$ cat config.mk
export PLATFORM = sky130hd
export DESIGN_NAME = msk_tweak_rewind
export DESIGN_NICKNAME = d
export VERILOG_FILES = /design/src/rtl/msk_tweak_pkg.sv /design/src/rtl/msk_tweak_perm_inv.sv /design/src/rtl/msk_tweak_rewind.sv
export SDC_FILE = /design/constraint.sdc
export NUM_CORES = 1
export LEC_CHECK = 0
export BUFFER_PORTS_ARGS = -buffer_cell sky130_fd_sc_hd__clkbuf_2
export CORE_ASPECT_RATIO = 0.7
export CORE_MARGIN = 8
export CORE_UTILIZATION = 31
export CTS_CLUSTER_DIAMETER = 60
export DETAILED_ROUTE_END_ITERATION = 8
export HOLD_SLACK_MARGIN = 0.02
export SYNTH_ARGS = -nofsm -noshare
export SYNTH_HDL_FRONTEND = slang
export SYNTH_SLANG_ARGS = --single-unit
$ cat constraint.sdc
create_clock -name clk -period 2 [get_ports clk]
set_clock_uncertainty 0.1 [all_clocks]
set_input_delay 0.1 -clock clk [delete_from_list [all_inputs] [get_ports clk]]
set_output_delay 0.1 -clock clk [all_outputs]
set_load 0.05 [all_outputs]
$ cat src/rtl/msk_tweak_pkg.sv
// msk_tweak_pkg
// Shared definitions for the masked TK1 rewind engine.
// Holds the byte count, byte width, default maximum step count, the inverse
// and forward SKINNY tweakey byte-index tables (LSB byte = index 0) and the
// FSM state type used by msk_tweak_rewind.
// The forward table is the exact inverse of the rewind table; it exists so
// that verification code can push a state forward and then rewind it.
package msk_tweak_pkg;

  localparam int NBYTES     = 16;
  localparam int W          = 8;
  localparam int NR_MAX_DEF = 40;

  // Rewind step: new byte k takes old byte INV_SRC[k], in every share.
  localparam int unsigned INV_SRC [NBYTES] = '{
    14, 10, 12, 9, 8, 11, 15, 13,
    0, 1, 2, 3, 4, 5, 6, 7
  };

  // Forward step: new byte k takes old byte FWD_SRC[k]; FWD_SRC[INV_SRC[k]] == k.
  localparam int unsigned FWD_SRC [NBYTES] = '{
    8, 9, 10, 11, 12, 13, 14, 15,
    4, 3, 1, 5, 2, 7, 0, 6
  };

  typedef enum logic [1:0] {
    IDLE = 2'd0,
    RUN  = 2'd1,
    DONE = 2'd2
  } fsm_e;

endpackage

$ cat src/rtl/msk_tweak_perm_inv.sv
// msk_tweak_perm_inv
// Purely combinational inverse SKINNY tweakey byte permutation.
// Each byte slice is d*W bits wide with the d shares interleaved inside it,
// so moving a whole slice moves every share of that byte identically and the
// shares are never combined with each other.
// Ports:
//   i_state  : d*128-bit masked tweakey, byte k at slice k
//   o_update : d*128-bit state after one inverse step
module msk_tweak_perm_inv
  import msk_tweak_pkg::*;
#(
  parameter int d = 2
) (
  input  logic [d*NBYTES*W-1:0] i_state,
  output logic [d*NBYTES*W-1:0] o_update
);

  localparam int SLICE = d * W;

  // Each output slice is a straight wire from the source slice named by the
  // rewind table; no logic, only routing.
  for (genvar k = 0; k < NBYTES; k++) begin : g_byte
    assign o_update[k*SLICE +: SLICE] = i_state[INV_SRC[k]*SLICE +: SLICE];
  end

endmodule

$ cat src/rtl/msk_tweak_rewind.sv
// msk_tweak_rewind
// Masked TK1 rewind engine for Romulus-N decryption and tag paths.
// Loads a d-share masked 128-bit tweakey, applies the inverse tweakey byte
// permutation a programmable number of times and holds the result behind a
// valid/ready handshake.
// Ports:
//   clk, rst             : clock, synchronous active-high reset
//   in_valid / in_ready  : load handshake (in_ready only in IDLE)
//   in_state             : masked tweakey to rewind
//   in_steps             : inverse step count, clamped to NR_MAX
//   out_valid / out_ready: result handshake
//   out_state            : rewound masked tweakey (register output)
//   busy                 : rewinding in progress
// Build option: define MSK_TWEAK_REWIND_DOUBLE_STEP_EN to apply two inverse
// steps per RUN cycle; results are identical, only latency changes.
module msk_tweak_rewind
  import msk_tweak_pkg::*;
#(
  parameter  int d      = 2,
  parameter  int NR_MAX = NR_MAX_DEF,
  localparam int CW     = $clog2(NR_MAX + 1)
) (
  input  logic                  clk,
  input  logic                  rst,
  input  logic                  in_valid,
  output logic                  in_ready,
  input  logic [d*NBYTES*W-1:0] in_state,
  input  logic [CW-1:0]         in_steps,
  output logic                  out_valid,
  input  logic                  out_ready,
  output logic [d*NBYTES*W-1:0] out_state,
  output logic                  busy
);

  localparam int SW = d * NBYTES * W;
  localparam logic [CW-1:0] NR_MAX_C = CW'(NR_MAX);
  localparam logic [CW-1:0] ONE_C    = CW'(1);

  fsm_e          r_fsm;
  fsm_e          w_fsmNext;
  logic [SW-1:0] r_state;
  logic [SW-1:0] w_stateNext;
  logic [CW-1:0] r_count;
  logic [CW-1:0] w_countNext;
  logic [CW-1:0] w_stepsClamped;
  logic [SW-1:0] w_perm1;

  // First inverse step, always present.
  msk_tweak_perm_inv #(.d(d)) u_perm1 (
    .i_state  (r_state),
    .o_update (w_perm1)
  );

`ifdef MSK_TWEAK_REWIND_DOUBLE_STEP_EN
  logic [SW-1:0] w_perm2;
  localparam logic [CW-1:0] TWO_C = CW'(2);

  // Second inverse step chained behind the first so a RUN cycle can retire
  // two steps at once.
  msk_tweak_perm_inv #(.d(d)) u_perm2 (
    .i_state  (w_perm1),
    .o_update (w_perm2)
  );
`endif

  // Oversized step requests are clamped at load so the counter never starts
  // above the supported maximum.
  assign w_stepsClamped = (in_steps > NR_MAX_C) ? NR_MAX_C : in_steps;

  // Handshake and status are plain decodes of the FSM register; in_ready is
  // also held low while reset is asserted.
  assign in_ready  = (r_fsm == IDLE) && !rst;
  assign out_valid = (r_fsm == DONE);
  assign busy      = (r_fsm == RUN);
  assign out_state = r_state;

  // Next-state logic. IDLE loads and picks RUN or DONE depending on whether
  // any steps remain; RUN retires one (or two) steps per cycle and moves to
  // DONE on the cycle that consumes the last one; DONE waits for the consumer
  // and never reloads in the same cycle it hands off.
  always_comb begin
    w_fsmNext   = r_fsm;
    w_stateNext = r_state;
    w_countNext = r_count;
    unique case (r_fsm)
      IDLE: begin
        if (in_valid) begin
          w_stateNext = in_state;
          w_countNext = w_stepsClamped;
          w_fsmNext   = (w_stepsClamped == '0) ? DONE : RUN;
        end
      end
      RUN: begin
`ifdef MSK_TWEAK_REWIND_DOUBLE_STEP_EN
        if (r_count >= TWO_C) begin
          w_stateNext = w_perm2;
          w_countNext = r_count - TWO_C;
          if (r_count == TWO_C) begin
            w_fsmNext = DONE;
          end
        end else begin
          w_stateNext = w_perm1;
          w_countNext = r_count - ONE_C;
          w_fsmNext   = DONE;
        end
`else
        w_stateNext = w_perm1;
        w_countNext = r_count - ONE_C;
        if (r_count == ONE_C) begin
          w_fsmNext = DONE;
        end
`endif
      end
      DONE: begin
        if (out_ready) begin
          w_fsmNext = IDLE;
        end
      end
      default: begin
        w_fsmNext = IDLE;
      end
    endcase
  end

  // State, data and counter registers. Reset drops any pending result and
  // clears the held tweakey so no masked data lingers after an abort.
  always_ff @(posedge clk) begin
    if (rst) begin
      r_fsm   <= IDLE;
      r_state <= '0;
      r_count <= '0;
    end else begin
      r_fsm   <= w_fsmNext;
      r_state <= w_stateNext;
      r_count <= w_countNext;
    end
  end

endmodule
* After elaboration in Yosys (flattened, before gate mapping)
Index checks and enable logic that the tools add are counted.
Storage, ports and cells: register bits after elaboration 264, input port bits 266, word-level logic and storage cells 28
Cells by class: add/subtract/negate cells 1, order comparisons 1, eq/ne operators 6, multiplexer cells 10, reductions and logical operators 7
Operators by type and width (number):
- case mux 256 bit (2 select lines) | 1
- two-way mux 256 bit | 1
- two-way mux 6 bit | 2
- case mux 6 bit (2 select lines) | 1
- two-way mux 2 bit | 4
- == test 6 x 1 -> 1 bit (second input constant) | 1
- greater-than comparator 6 bit (second input constant) | 1
- zero test 6 bit | 1
- case mux 2 bit (3 select lines) | 1
- subtractor 6 x 1 -> 6 bit (second input constant) | 1
- inequality test 2 x 1 -> 1 bit (second input constant) | 2
- AND reduction 3 bit | 1
- == test 2 x 1 -> 1 bit (second input constant) | 1
- == test 2 bit (second input constant) | 1
- zero test 2 bit | 1
- inequality test 2 bit (second input constant) | 1
- AND reduction 2 bit | 1
- nonzero test 2 bit | 1
- logical AND 1 bit | 1
- zero test 1 bit | 1

* Logic depth before layout (Yosys ltp)
Gate-level depths: netlist of the first run.
depth after elaboration 6, mapped depth 7

* Modules after synthesis
Synthesis of the first run repeated with hierarchy kept, for this count alone.
Second synthesis, totals: cell total of the unflattened synthesis 1751, area, all modules 14320.0 sq um
Modules (own cells, without submodules):
- msk_tweak_rewind | times used 1, cells each 1495, area an instance 12398.1 sq um, sequential area each 5285.1 sq um
- msk_tweak_perm_inv | times used 1, cells each 256, area an instance 1921.8 sq um, sequential area each 0.0 sq um

* Least setup slack after synthesis of the first run
Ideal clock, no wire load.
path type register to output, from reg r_fsm[0], to out in_ready, data arrival time 1605 ps, required time 1800 ps, slack 195 ps, cell stages (with the launch flop) 3, path through dfxtp_1 > buf_2 > nor3_1
On the way: longest elaborated chain between the ends 2
RTL lines:
- from (decl) | line msk_tweak_rewind.sv:39 | fsm_e r_fsm;
- from (signal assigned) | line msk_tweak_rewind.sv:133 | r_fsm <= w_fsmNext;
- zero test 2 bit | line msk_tweak_rewind.sv:72 | assign in_ready = (r_fsm == IDLE) && !rst;
- logical AND 1 bit | line msk_tweak_rewind.sv:72
- to (decl) | line msk_tweak_rewind.sv:26 | output logic in_ready,
No other way between the ends.

* Final worst setup path of the first run
from reg r_fsm[1], to out busy
On the way: longest elaborated chain between the ends 1
RTL lines:
- == test 2 x 1 -> 1 bit | line msk_tweak_rewind.sv:74 | assign busy = (r_fsm == RUN);
- to (decl) | line msk_tweak_rewind.sv:32 | output logic busy
No other way between the ends.

==> qor.txt, run 1 <==
Status: finished clean
Critical path's top delay family: buffers and inverters
Number of global-route vias before repair: 14,930
Final instance area: 20,000 µm²
Worst setup path startpoint: r_fsm[1]
Synthesized area: 12,900 µm²
Worst vdd ir: 0.518 mV
Synth Area per Inst: 8.67 µm²
#FFs+latches synth: 264
Worst R2R Setup Slack: 0.13 ns
CP max stage delay: 0.33 ns
Die Span Y: 187 µm
Die Width: 260 µm
Worst-path cell chain: nand2b_4 > clkinv_8 > buf_16 > buf_12
DP HPWL: 44,700 µm
CP Class: reg -> out
Ys Warns: 0
Number of max-slew violations in the final report: 0
Layout cells sized above 1: 37.6%
Layout Cells excl Fill: 2,813
Worst r2r path cells: 6
Worst rel slew slack: 68.8%
CTS buffer count: 34
Worst EP arrival: 1.67 ns
Tot Pwr: 19.3 mW
Setup-failing EPs final: 0
Initial Util: 31.4%
Row count: 62
Asr flop ratio synth: 0%
Required time worst endpoint: 1.80 ns
Area growth, synth to finish: 54.6%
GPL Wtd Cong: 0.980
Fin. Hold Viols: 0
Remaining Overflow, GRT: 0
Critical Path Start Type: register
Critical Path Sink Type: output pin
Critical path depth in cells: 4
CTS Sinks: 264
Fmax: 534 MHz
R2R Path End: r_fsm[1]
Core area: 41,100 µm²
Syn nets: 1,760
Slowest cell on the critical path: dfxtp_1
Ys flop type: dfxtp_1
RSZ-0062 raised after global routing: no
WL final: 60,300 µm
DRT iter0 DRCs: 1,282
First-pass GRT wire length: 89,800 µm
Tmin final: 1.87 ns
Critical path endpoint: busy
Post-synth EDFFs: 0
Sequential share of the synthesized area: 40.9%
Router iterations before antenna repair: 5
Max cap viols: 0
Area of the die: 48,600 µm²
Top-Level Pins: 525
Crit path max fanout: 45
Total track usage: 23.5%
Number of routed nets with antenna violations: 0
Slew @ Worst Pin: 0.464 ns
Avg Vias per Cell: 5.19
Largest net degree at the start of global routing: 86
DRC viols: 0
Clock Pin Slew Worst Setup and Hold Paths: 0.06 ns
CTS tree: yes
Syn Inst Count: 1,492
Port bufs: 524
Cell variety after synth: 31
Leak: 8.79 nW
Clock root buffer: clkbuf_16
Via count: 14,613
# H-tree levels: 2
Worst-skew pair later-pin latency: 0.52 ns
Worst Path Buf+Inv: 3
Placed insts: 2,481
DR WL/cell: 21.4 µm
Hold Crit Class: in -> reg
Initial antenna violation count: 7
Post-route setup TNS: 0 ns
Placed cell area: 16,200 µm²
PwrDens: 967 nW/µm²
Period utilisation layout: 93.6%
Clock Path Buffers: 3
Final #Nets: 2,507
Worst R2R Start: r_count[1]
-- power breakdown --
| group | internal [mW] | switching [mW] | leakage [nW] |
|---|---|---|---|
| sequential | 5.89 | 0.792 | 2.19 |
| combinational | 2.02 | 4.39 | 6.03 |
| clock | 3.74 | 2.50 | 0.564 |
-- synthesized netlist by cell type, drive strengths merged, types with 3 or more instances --
cell | instances | share of area (%)
nand2 | 518 | 15
dfxtp | 264 | 41
nor2 | 260 | 7.5
a311oi | 258 | 27
buf | 109 | 6.0
clkbuf | 37 | 1.1
a21oi | 9 | 0.35
o21ai | 5 | 0.19
nor4 | 4 | 0.19
and3 | 3 | 0.15
inv | 3 | 0.087
nor3 | 3 | 0.12
-- kinds of logic (layout without fill, tap and decap cells) --
kind of cell / Yosys count / in the layout / synth area share, %
compound gates: 280 / 280 / 28.2
buf+inv: 150 / 920 / 7.15
flops: 264 / 264 / 40.9
simple gates: 794 / 794 / 23.4
other cells: 0 / 7 / 0
mux: 2 / 2 / 0.165
fa+ha+maj: 2 / 2 / 0.194
-- routing by layer --
layer / part of all wire (%) / wire length (µm) / vias to the layer above / track usage (%)
met3: 9.3 / 5580 / 167 / 6.04
met1: 43 / 25900 / 6945 / 31.3
met2: 44 / 26300 / 777 / 36.0
met5: 0 / 0 / - / 0
li1: - / - / 6724 / -
met4: 4.1 / 2450 / 0 / 8.67
-- sequential cells by signal (all words and copies together) (netlist names) --
register	flops
out_state	256
r_count	6
r_fsm	2
-- layout by cell type (no fill, tap or decap), types with 4 or more instances in the layout --
| cell type | netlist | final |
|---|---|---|
| nor4_1 | 4 | 4 |
| clkbuf_2 | 0 | 522 |
| buf_4 | 12 | 44 |
| nand2_1 | 518 | 518 |
| diode_2 | 0 | 7 |
| dlygate4sd3_1 | 0 | 266 |
| a21oi_1 | 9 | 9 |
| clkbuf_16 | 0 | 35 |
| a311oi_1 | 58 | 58 |
| buf_12 | 0 | 23 |
| dfxtp_1 | 264 | 263 |
| a311oi_2 | 200 | 200 |
| clkbuf_8 | 0 | 10 |
| o21ai_0 | 4 | 4 |
| inv_6 | 0 | 4 |
| nor2_1 | 260 | 260 |
-- worst register-to-register path: cells and delay by family, from the launching register on --
| family | cells | cell delay [ns] |
|---|---|---|
| and+or+nand+nor | 2 | 0.24 |
| DFF | 1 | 0.34 |
| adders and majority gates | 1 | 0.19 |
| AOI/OAI and AO/OA | 1 | 0.25 |
| buffers and inverters | 2 | 0.63 |
-- metrics by stage --
stage                     utilization [%]  hold slack [ns]  worst slack, ns
after floorplan                         -            0.113            0.195
after global placement               39.3            0.253            0.200
after detailed placement             39.3            0.258            0.231
after CTS                            48.5           0.0689           0.0207
after global routing                 48.6            0.143           0.0313
final                                48.6            0.117            0.128
-- timing repair --
item / 4_1_cts / 5_1_grt
endpoints found under the hold margin: 263 / 0
setup endpoints to repair: 0 / 2
gates resized for setup: 0 / 3
hold buffers: 266 / 0
setup buffers: 0 / 0
-- layout make-up --
cell class                      instances  area (µm²)
Fill cell                            3844       21100
Multi-Input combinational cell       1078        6730
Timing Repair Buffer                  857        6110
Sequential cell                       264        5290
Clock buffer                           48        1020
Tap cell                              544         681
Clock inverter                         11         115
Inverter                                4        27.5
Antenna cell                            7        17.5
-- worst min-delay path by stage --
| stage | startpoint | endpoint | depth (start not counted) |
|---|---|---|---|
| final | in_steps[3] | r_count[1] | 5 |
| after detailed placement | in_state[198] | out_state[198] | 3 |
| after global placement | in_state[178] | out_state[178] | 3 |
| after global routing | in_steps[3] | r_count[3] | 5 |
| after CTS | in_steps[3] | r_count[1] | 5 |
| after floorplan | in_valid | r_count[5] | 1 |
(Power assumes the default switching activity.)
==> run 2: changes to the inputs <==
--- a/config.mk
+++ b/config.mk
@@ -6,12 +6,12 @@
 export NUM_CORES = 1
 export LEC_CHECK = 0
 export BUFFER_PORTS_ARGS = -buffer_cell sky130_fd_sc_hd__clkbuf_2
-export CORE_ASPECT_RATIO = 0.7
 export CORE_MARGIN = 8
 export CORE_UTILIZATION = 31
 export CTS_CLUSTER_DIAMETER = 60
 export DETAILED_ROUTE_END_ITERATION = 8
 export HOLD_SLACK_MARGIN = 0.02
+export SKIP_CTS_REPAIR_TIMING = 1
 export SYNTH_ARGS = -nofsm -noshare
 export SYNTH_HDL_FRONTEND = slang
 export SYNTH_SLANG_ARGS = --single-unit
==> qor.txt, run 2 (synthesis gave the netlist of run 1 again) <==
DP HPWL: 40,900 µm
Status: finished clean
Die Width: 220 µm
CP max stage delay: 0.44 ns
Clock root buffer: clkbuf_16
Slowest cell on the critical path: dfxtp_1
Fin. Hold Viols: 0
Top-Level Pins: 525
DRC viols: 0
Core area: 41,600 µm²
Commonest non-fill, non-tap cells in the layout: clkbuf_2, nand2_1, dlygate4sd3_1
Worst Path Buf+Inv: 3
DR WL/cell: 20.2 µm
WL final: 56,800 µm
Largest net degree at the start of global routing: 102
CTS tree: yes
Period utilisation layout: 91.6%
Clock Pin Slew Worst Setup and Hold Paths: 0.06 ns
Worst EP arrival: 2.16 ns
RSZ-0062 raised after global routing: no
GPL Wtd Cong: 0.912
Fmax: 546 MHz
Area of the die: 48,500 µm²
PwrDens: 957 nW/µm²
Slew @ Worst Pin: 0.572 ns
Hold slack: 0.283 ns
Tmin final: 1.83 ns
Layout cells sized above 1: 37.3%
Avg Vias per Cell: 5.13
Area growth, synth to finish: 53.8%
Die Span Y: 220 µm
Critical path's top delay family: buffers and inverters
Critical Path Start Type: register
Worst rel slew slack: 61.9%
Row count: 75
Commonest non-fill, non-tap cell in the layout: clkbuf_2
Port bufs: 524
Total track usage: 20.5%
Worst-skew pair later-pin latency: 0.52 ns
Worst-path cell chain: nand2b_4 > inv_8 > buf_12 > buf_4 > nand2_1 > a311oi_2
Number of max-slew violations in the final report: 0
Setup-failing EPs final: 0
Final #Nets: 2,504
DRT iter0 DRCs: 1,210
CTS Sinks: 264
Hold Crit Class: in -> reg
Remaining Overflow, GRT: 0
Max reg flops: 256
Leak: 8.72 nW
Worst vdd ir: 0.590 mV
First-pass GRT wire length: 77,700 µm
Number of global-route vias before repair: 12,847
CTS buffer count: 34
CP Class: reg -> reg
Initial Util: 31.1%
Via count: 14,404
Max cap viols: 0
Critical Path Sink Type: register
Initial antenna violation count: 4
Required time worst endpoint: 2.33 ns
Tot Pwr: 19.0 mW
Router iterations before antenna repair: 5
# H-tree levels: 2
Number of routed nets with antenna violations: 0
Clock Path Buffers: 3
Crit path max fanout: 34
## run 2: power breakdown
| part | switching (mW) | leakage, nW | internal (mW) | total, mW |
|---|---|---|---|---|
| sequential | 0.691 | 2.19 | 5.89 | 6.58 |
| combinational | 4.40 | 6.00 | 2.01 | 6.41 |
| clock | 2.44 | 0.524 | 3.61 | 6.05 |
## run 2: metrics by stage
stage	utilization [%]	setup slack [ns]	std cells	area, µm²	TNS (ns)
3_3_place_gp	38.8	0.191	2474	16100	0
6_report	47.8	0.168	2806	19900	0
5_1_grt	47.8	0.0350	2803	19900	0
4_1_cts	41.4	-0.0422	2534	17200	-0.0422
2_1_floorplan	-	0.195	1492	12900	0
3_5_place_dp	38.8	0.120	2474	16100	0
## run 2: path summary, 6_finish.rpt
check	startpoint	to	slack, ns	depth (start not counted)
max reg2reg	r_fsm[0]	out_state[236]	0.17	6
max	r_fsm[0]	out_state[236]	0.17	6
min reg2reg	out_state[67]	out_state[195]	0.39	2
min	in_state[169]	out_state[169]	0.28	4
## run 2: layout make-up
| cell class | count | area (µm²) |
|---|---|---|
| diodes | 7 | 17.5 |
| clock buffers | 47 | 951 |
| clock inverters | 13 | 148 |
| fillers | 3801 | 21700 |
| inverters | 4 | 22.5 |
| multi-input cells | 1078 | 6730 |
| flip-flops and latches | 264 | 5290 |
| well taps | 539 | 674 |
| repair buffers | 854 | 6070 |
## run 2: metal layers
layer,vias to the layer above,GRT usage (%),routed length [µm]
met1,6802,26.6,23600
met2,730,32.7,26300
met5,-,0,0
met4,0,8.24,2520
li1,6717,-,-
met3,155,4.85,4320
## run 2: worst min-delay path, cell delays in order
cell	delay, ns
dlygate4sd3_1	0.54
clkbuf_2	0.10
nand2_1	0.04
a311oi_1	0.07
==> run 3: changes to the inputs <==
--- a/config.mk
+++ b/config.mk
@@ -6,12 +6,13 @@
 export NUM_CORES = 1
 export LEC_CHECK = 0
 export BUFFER_PORTS_ARGS = -buffer_cell sky130_fd_sc_hd__clkbuf_2
-export CORE_MARGIN = 8
 export CORE_UTILIZATION = 31
 export CTS_CLUSTER_DIAMETER = 60
 export DETAILED_ROUTE_END_ITERATION = 8
 export HOLD_SLACK_MARGIN = 0.02
+export REMOVE_ABC_BUFFERS = 1
 export SKIP_CTS_REPAIR_TIMING = 1
 export SYNTH_ARGS = -nofsm -noshare
 export SYNTH_HDL_FRONTEND = slang
+export SYNTH_HIERARCHICAL = 1
 export SYNTH_SLANG_ARGS = --single-unit
==> qor.txt, run 3 <==
Commonest non-fill, non-tap cells in the layout: clkbuf_2, nand2_1, dlygate4sd3_1
Placed cell area: 15,500 µm²
Slew @ Worst Pin: 0.585 ns
Worst-path cell chain: buf_4 > nor3_2 > clkbuf_2
Number of max-slew violations in the final report: 0
Commonest non-fill, non-tap cell in the layout: clkbuf_2
Total track usage: 16.9%
DR WL/cell: 16.1 µm
GPL Wtd Cong: 0.875
CTS Sinks: 264
Synth area leaders: dfxtp_1, buf_4, nand2_1
Remaining Overflow, GRT: 0
Ys flop type: dfxtp_1
Core area: 45,500 µm²
WL final: 45,600 µm
Synth Area in XOR/XNOR: 0%
# H-tree levels: 1
PwrDens: 951 nW/µm²
Crit path max fanout: 11
Worst rel slew slack: 61.0%
Avg Vias per Cell: 4.93
Most common cell in the netlist: nand2_1
Synthesized area: 14,300 µm²
Final instance area: 19,200 µm²
Worst EP arrival: 1.68 ns
Worst vdd ir: 0.562 mV
Post-synth EDFFs: 0
Die Span Y: 217 µm
Sequential share of the synthesized area: 36.9%
Largest net degree at the start of global routing: 112
Fill cells: 4,441
Status: finished with violations
Period utilisation layout: 94.2%
Via count: 13,976
Clock root buffer: clkbuf_16
Router iterations before antenna repair: 5
Worst-skew pair later-pin latency: 0.56 ns
Hold Crit Class: in -> reg
#FFs+latches synth: 264
Critical Path Start Type: register
Post-synthesis adder-cell area fraction: 0.175%
Synth cell count leaders: nand2_1, buf_4, nor2_1
Asr flop ratio synth: 0%
Max cap viols: 0
Max reg flops: 256
Initial Util: 31.5%
Required time worst endpoint: 1.80 ns
Top-Level Pins: 525
Initial antenna violation count: 1
Area of the die: 47,100 µm²
Clock Pin Slew Worst Setup and Hold Paths: 0.06 ns
Synth Area per Inst: 8.18 µm²
Ys Warns: 6
Cell variety after synth: 34
Setup-failing EPs final: 0
CTS buffer count: 31
Syn Inst Count: 1,751
Tmin final: 1.88 ns
Failing checks: negative hold slack
Critical Path Sink Type: output pin
DRC viols: 0
Sequential Area: 5290 µm²
Clock Path Buffers: 3
Slowest cell on the critical path: dfxtp_1
Number of routed nets with antenna violations: 0
Port bufs: 524
Final #Nets: 2,485
RSZ-0062 raised after global routing: no
Multi-input gate area: 6250 µm²
Yosys top cell by area: dfxtp_1
Top-area cell type share of the netlist area: 36.9%
CP Class: reg -> out
Simple-gate share of the synthesized area: 21.4%
CTS tree: yes
Area growth, synth to finish: 33.9%
DRT iter0 DRCs: 779
Fin. Hold Viols: 1
Layout cells sized above 1: 33.3%
DP HPWL: 30,600 µm
Number of global-route vias before repair: 12,273
Compound-cell area share of the yosys netlist: 21.9%
Leak: 8.50 nW
Main combinational cell family by area after synthesis: compound AO/OA/AOI/OAI gates
Die Width: 217 µm
Hold slack: -0.00775 ns
First-pass GRT wire length: 65,600 µm
CP max stage delay: 0.34 ns
Tot Pwr: 18.2 mW
Post-synthesis mux area share: 0.105%
Fmax: 531 MHz
Row count: 78
[run 3: changes by cell type after synthesis, sizes merged, moves of 2 or more]
| cell | delta |
|---|---|
| buf | +255 |
| nor2 | +5 |
| inv | +2 |
| nand2 | -2 |
| nand3 | +2 |
[run 3: final cells by class]
cell class,instances,area share [%]
diodes,1,0.0130
clock buffers,43,4.70
clock inverters,8,0.665
inverters,5,0.183
multi-input cells,1081,32.6
flip-flops and latches,264,27.6
well taps,600,3.91
repair buffers,834,30.4
[run 3: logic make-up (layout without fill, tap and decap cells)]
family	count (synthesis)	in the layout
AOI/OAI and AO/OA	278	278
buffers and inverters	406	890
muxes	1	1
DFF	264	264
other	0	1
adders and majority gates	2	2
and+or+nand+nor	800	800
[run 3: power by group]
group	internal [mW]	switching (mW)	leakage (nW)
clock	3.49	2.27	0.500
sequential	5.89	0.562	2.19
combinational	1.83	4.18	5.80
total	11.2	7.01	8.50
[run 3: path summary, 6_finish.rpt]
kind	slack [ns]	start	cells after the start	endpoint
max reg2reg	0.26	r_fsm[0]	5	out_state[250]
min	-0.008	in_steps[3]	5	r_count[3]
max	0.12	r_fsm[0]	3	in_ready
min reg2reg	0.39	out_state[72]	2	out_state[200]
[run 3: routing by layer]
layer  part of all wire, %  GRT usage, %
met2                    49          28.3
met1                    40          21.3
met5                     0             0
met4                   4.6          7.30
met3                   5.9          2.95
[run 3: stage by stage]
stage               std cells  setup TNS (ns)  util (%)  worst slack, ns
floorplan                1350        -4952.48         -           -19.25
global placement         2520               0      34.1            0.329
detailed placement       2520               0      34.1            0.285
CTS                      2571          -0.308      36.3           -0.228
global route             2836               0      42.2           0.0534
finish                   2836               0      42.2            0.116
[run 3: critical path: cells and delay by family, from the launching register on]
kind          cells  cell delay, ns
buf+inv           2            0.53
simple gates      1            0.27
flops             1            0.34
